## config.mk

```make
export PLATFORM = sky130hd
export DESIGN_NAME = quadrature_clock_ctrl
export DESIGN_NICKNAME = d
export VERILOG_FILES = /design/src/rtl/quadrature_clock_ctrl.sv
export SDC_FILE = /design/constraint.sdc
export NUM_CORES = 1
export LEC_CHECK = 0
export CORE_MARGIN = 4
export CORE_UTILIZATION = 35
export CTS_CLUSTER_DIAMETER = 40
export DETAILED_ROUTE_END_ITERATION = 10
export GPL_TIMING_DRIVEN = 0
export SLEW_MARGIN = 20
export SYNTH_ARGS = -nofsm -noshare
export SYNTH_HDL_FRONTEND = slang
export SYNTH_SLANG_ARGS = --single-unit
```

## constraint.sdc

```tcl
create_clock -name clk -period 2.1 [get_ports clk]
set_input_delay 0.42 -clock clk [delete_from_list [all_inputs] [get_ports clk]]
set_output_delay 0.42 -clock clk [all_outputs]
set_load 0.01 [all_outputs]
```

## src/rtl/quadrature_clock_ctrl.sv

```systemverilog
// Quadrature clock sequencer: divides clk by a runtime ratio and steps a 2-bit phase
// to produce I/Q square waves, with period-aligned stop and deferred reconfiguration.
module quadrature_clock_ctrl #(
  parameter int DIV_W     = 8,
  parameter int DIV_RESET = 1
) (
  input  logic             clk,
  input  logic             rst,
  input  logic             en,
  input  logic [DIV_W-1:0] cfg_div,
  input  logic             cfg_dir,
  input  logic             cfg_load,
  output logic             cfg_ack,
  output logic             out_i,
  output logic             out_q,
  output logic [1:0]       phase,
  output logic             running,
  output logic             cycle_done
);

  localparam logic [1:0]       IDLE      = 2'd0;
  localparam logic [1:0]       RUN       = 2'd1;
  localparam logic [1:0]       STOPPING  = 2'd2;
  localparam logic [DIV_W-1:0] PRESC_ONE = DIV_W'(1);
  localparam logic [DIV_W-1:0] DIV_INIT  = DIV_W'(DIV_RESET);

  logic [1:0]       state, state_n;
  logic [DIV_W-1:0] presc, presc_n;
  logic [DIV_W-1:0] div_act, div_n;
  logic             dir_act, dir_n;
  logic [DIV_W-1:0] pend_div, pend_div_n;
  logic             pend_dir, pend_dir_n;
  logic             pending, pending_n;
  logic [1:0]       phase_n, phase_step;
  logic             tick, wrap;
  logic             ack_n, done_n, run_n, i_n, q_n;

  // Next-state, prescaler, phase and configuration handshake
  always_comb begin
    tick       = (state != IDLE) && (presc == div_act);
    phase_step = dir_act ? (phase - 2'd1) : (phase + 2'd1);
    wrap       = tick && (phase_step == 2'd0);
    state_n    = state;
    presc_n    = presc;
    phase_n    = phase;
    div_n      = div_act;
    dir_n      = dir_act;
    pend_div_n = pend_div;
    pend_dir_n = pend_dir;
    pending_n  = pending;
    ack_n      = 1'b0;
    done_n     = 1'b0;
    case (state)
      IDLE: begin
        presc_n = '0;
        phase_n = 2'd0;
        if (cfg_load) begin
          div_n     = cfg_div;
          dir_n     = cfg_dir;
          pending_n = 1'b0;
          ack_n     = 1'b1;
        end else if (pending) begin
          // A load that landed on the stopping wrap is still owed its activation
          div_n     = pend_div;
          dir_n     = pend_dir;
          pending_n = 1'b0;
          ack_n     = 1'b1;
        end else begin
          pending_n = 1'b0;
        end
        state_n = en ? RUN : IDLE;
      end
      RUN, STOPPING: begin
        if (tick) begin
          presc_n = '0;
          phase_n = phase_step;
        end else begin
          presc_n = presc + PRESC_ONE;
          phase_n = phase;
        end
        if (wrap) begin
          done_n = 1'b1;
          if (pending) begin
            div_n     = pend_div;
            dir_n     = pend_dir;
            pending_n = 1'b0;
            ack_n     = 1'b1;
          end else begin
            pending_n = 1'b0;
          end
        end else begin
          pending_n = pending;
        end
        // A load on the wrap edge queues behind the value being applied there
        if (cfg_load) begin
          pend_div_n = cfg_div;
          pend_dir_n = cfg_dir;
          pending_n  = 1'b1;
        end else begin
          pend_div_n = pend_div;
        end
        if (en) begin
          state_n = RUN;
        end else if ((state == STOPPING) && wrap) begin
          state_n = IDLE;
        end else begin
          state_n = STOPPING;
        end
      end
      default: begin
        state_n = IDLE;
        presc_n = '0;
        phase_n = 2'd0;
      end
    endcase
    run_n = (state_n != IDLE);
    i_n   = run_n && ((phase_n == 2'd0) || (phase_n == 2'd1));
    q_n   = run_n && ((phase_n == 2'd1) || (phase_n == 2'd2));
  end

  // State and registered outputs
  always_ff @(posedge clk or negedge rst) begin
    if (!rst) begin
      state      <= IDLE;
      presc      <= '0;
      phase      <= 2'd0;
      div_act    <= DIV_INIT;
      dir_act    <= 1'b0;
      pend_div   <= '0;
      pend_dir   <= 1'b0;
      pending    <= 1'b0;
      cfg_ack    <= 1'b0;
      cycle_done <= 1'b0;
      running    <= 1'b0;
      out_i      <= 1'b0;
      out_q      <= 1'b0;
    end else begin
      state      <= state_n;
      presc      <= presc_n;
      phase      <= phase_n;
      div_act    <= div_n;
      dir_act    <= dir_n;
      pend_div   <= pend_div_n;
      pend_dir   <= pend_dir_n;
      pending    <= pending_n;
      cfg_ack    <= ack_n;
      cycle_done <= done_n;
      running    <= run_n;
      out_i      <= i_n;
      out_q      <= q_n;
    end
  end

endmodule
```

==> results of run 1 <==
metrics by stage:
step                      cell area [um2]  util (%)  instances
after floorplan                      1890         -        163
after global placement               2170      41.9        252
after detailed placement             2190      42.3        253
after CTS                            2450      47.3        276
after global routing                 2470      47.8        278
final                                2470      47.8        278
sequential cells by signal, indices dropped and copies added (netlist names):
name,flops
div_act,8
pend_div,8
presc,8
phase,2
state,2
cfg_ack,1
cycle_done,1
dir_act,1
out_i,1
out_q,1
pend_dir,1
pending,1
running,1
cells in the final DEF (no fill, tap or decap), drive strengths merged, types with 2 or more instances in the layout:
cell / Yosys / layout
clkdlybuf4s50: 0 / 18
xor2: 6 / 6
nor2: 18 / 18
a21oi: 11 / 12
o21ai: 3 / 3
dfrtp: 35 / 35
nand2: 8 / 8
o211ai: 2 / 2
inv: 8 / 8
buf: 2 / 20
and3: 2 / 2
mux2i: 9 / 9
clkbuf: 2 / 9
or2b: 2 / 2
nand2b: 3 / 3
xnor2: 6 / 6
mux2: 17 / 17
nor2b: 2 / 2
nand3: 5 / 5
ha: 7 / 7
layer usage:
layer	vias up	track usage, %	wire (um)	share of wire (%)
met5	-	0	0	0
met4	0	3.04	29	0.77
met3	3	4.77	154	4.1
met2	21	20.9	1820	48
met1	618	16.2	1780	47
li1	651	-	-	-
power by group:
group | internal (uW) | total [uW] | switching [uW] | leakage [uW]
Sequential | 969 | 1160 | 192 | 0.000446
Combinational | 1000 | 1840 | 842 | 0.000627
Clock | 419 | 669 | 250 | 0.0000645
Total | 2390 | 3670 | 1280 | 0.00114
path summary, 6_finish.rpt:
check | from | end | slack, ns | cells after the start
max | dir_act | div_act[6] | -0.004 | 8
min | rst | out_q | 0.08 | 1
max reg2reg | dir_act | div_act[6] | -0.004 | 8
min reg2reg | pend_div[5] | pend_div[5] | 0.51 | 1
max in group asynchronous | rst | div_act[0] | 1.49 | 2
min in group clk | pend_div[5] | pend_div[5] | 0.51 | 1
repair_timing:
| item | CTS | global route |
|---|---|---|
| gates cloned | 1 | 0 |
| setup endpoints to repair | 12 | 13 |
| resized for setup | 6 | 3 |
| setup buffers | 14 | 3 |
| pin swaps | 6 | 3 |
logic make-up (layout without fill, tap and decap cells):
family          Yosys count  after routing  share of synthesized area, %
compound gates           22             23                          8.12
xor+xnor                 12             12                          5.59
fa+ha+maj                 7              7                          4.66
buf+inv                  13             57                          3.33
flops                    36             36                          48.0
mux                      26             26                          16.6
simple gates             47             47                          13.8
cell type report:
type | instances | area [um2] | area share, %
clock buffers | 7 | 96.3 | 3.89
repair buffers | 37 | 340 | 13.8
well taps | 70 | 87.6 | 3.54
flip-flops and latches | 36 | 902 | 36.5
clock inverters | 1 | 30.0 | 1.21
multi-input cells | 115 | 963 | 38.9
plain buffers | 4 | 23.8 | 0.961
inverters | 8 | 30.0 | 1.21
Yosys cell counts, drive strengths merged, types with 3 or more instances:
| library cell | count | area [um2] |
|---|---|---|
| nor2 | 18 | 67.6 |
| nand2 | 8 | 30.0 |
| mux2i | 9 | 90.1 |
| dfrtp | 35 | 876 |
| ha | 7 | 87.6 |
| a21oi | 11 | 66.3 |
| o21ai | 3 | 15.0 |
| inv | 8 | 30.0 |
| xor2 | 6 | 52.6 |
| nand3 | 5 | 25.0 |
| nand2b | 3 | 18.8 |
| mux2 | 17 | 221 |
| xnor2 | 6 | 52.6 |
critical path, stage by stage (launching register included):
cell	delay, ns
sky130_fd_sc_hd__dfrtp_1	0.42
sky130_fd_sc_hd__xor2_1	0.16
sky130_fd_sc_hd__ha_2	0.20
sky130_fd_sc_hd__nand2_1	0.06
sky130_fd_sc_hd__or4_4	0.42
sky130_fd_sc_hd__nor4_4	0.17
sky130_fd_sc_hd__buf_4	0.17
sky130_fd_sc_hd__a21oi_4	0.06
sky130_fd_sc_hd__mux2_4	0.32
==> flow_summary.rst, run 1 <==
.. list-table::
   :header-rows: 1

   * - Metric
     - Value
   * - Outcome
     - finished, violations left
   * - Failing checks
     - setup timing
   * - Maximum Capacitance Violations
     - 0
   * - Overall die height
     - 81.3 um
   * - Vias in the first global route
     - 1331
   * - Area growth, synth to finish
     - 31.5%
   * - Clock transition time at the flip-flop clock pins of the worst setup and hold paths
     - 0.07 ns
   * - Number of antenna repair diodes
     - 0
   * - Power density over cell area
     - 1480 nW/um2
   * - Detailed placer's ending HPWL
     - 2550 um
   * - Post-layout minimum cycle time
     - 2.10 ns
   * - Max Freq
     - 0.475 GHz
   * - Number of vias per cell after detailed routing
     - 4.65
   * - CP endpoint kind
     - flop
   * - Prevailing post-synth register cell
     - sky130_fd_sc_hd__dfrtp_1
   * - Share of async-settable or async-resettable flops after synthesis
     - 100%
   * - Min setup slack post-route
     - -0.00445 ns
   * - Maximum number of pins on one net before global-route repair
     - 21
   * - Critical path data required time
     - 2.27 ns
   * - Maximum vdd drop
     - 0.000575 V
   * - Total Routed Length
     - 3790 um
   * - Routed via count
     - 1293
   * - Crit share post-route
     - 100%
   * - Syn_area_per_cell
     - 11.5 um2
   * - Mapped Nets
     - 183
   * - Number of filler instances in the final layout
     - 473
   * - Slew Limit Headroom
     - 60.4%
   * - Sinks on the clock net
     - 36
   * - Least-Margin Pin Slew
     - 0.595 ns
   * - Synthesis warning total
     - 0
   * - Routed wire length per instance
     - 13.6 um
   * - Final-layout setup total negative slack
     - -0.00445 ns
   * - Cts-stage hold buffer count
     - 0
   * - Die boundary width
     - 81.3 um
   * - Post-route clock skew
     - 0.0105 ns
   * - Endpoints failing hold
     - 0
   * - TritonCTS clock tree
     - yes
   * - Skew-Pair Late Insertion Delay
     - 0.29 ns
   * - Post-placement setup slack
     - -0.154 ns
   * - Placement Rows
     - 26
   * - Final RePlAce weighted congestion
     - 0.760
   * - Post-layout power
     - 3670 uW
   * - Number of register bits inferred by synthesis
     - 36
   * - TritonCTS Buffers
     - 5
   * - Remaining global-route overflow
     - 0
   * - Crit Path Class
     - reg2reg
   * - Port Buf Inserts
     - 19
   * - Distinct cell type count of the synthesized netlist
     - 39
   * - Worst hold slack
     - 0.0758 ns
   * - Total standard cell area after synthesis
     - 1880 um2
   * - H-tree depth
     - 2
   * - Count of flip-flops with a built-in enable after synthesis
     - 0
   * - Max Transition Viols Final
     - 0
   * - Setup violations, final
     - 1
   * - Post-route DRC
     - 0
   * - Share of synthesized area occupied by flip-flops and latches
     - 48.0%
   * - Clk buf depth
     - 2
   * - Critical-path maximum fanout
     - 5
   * - Starting Density
     - 36.4%
   * - Core outline area
     - 5170 um2
   * - Layout cell share with drive strength beyond 1
     - 31.3%
   * - RSZ-0062 raised after global routing
     - yes
   * - Critical path launch point type
     - flop
   * - Number of instances in the synthesized netlist
     - 163
   * - Die Area
     - 6610 um2
   * - Router iterations before antenna repair
     - 3
   * - Number of top-level design ports
     - 20
   * - GRT Total Usage
     - 12.9%
   * - Antenna viol nets, final
     - 0
   * - Static leakage
     - 0.00114 uW
   * - Drt initial violations
     - 36
   * - First-pass GRT wire length
     - 6380 um
   * - Root Driver
     - sky130_fd_sc_hd__clkbuf_8
   * - Number of antenna violations at the first check in global routing
     - 0
   * - Data arrival time at the worst-slack endpoint
     - 2.27 ns
   * - Final Net Count
     - 227
   * - Worst hold path type
     - in2async
No activity file was read; power rests on OpenSTA's default activity.
==> run 2: changes to the inputs <==
Settings changed: CTS_CLUSTER_DIAMETER 40 to 80, HOLD_SLACK_MARGIN set to 0.06.
==> results of run 2 <==
Final layout, timing and power as in run 1 (identical DEF).
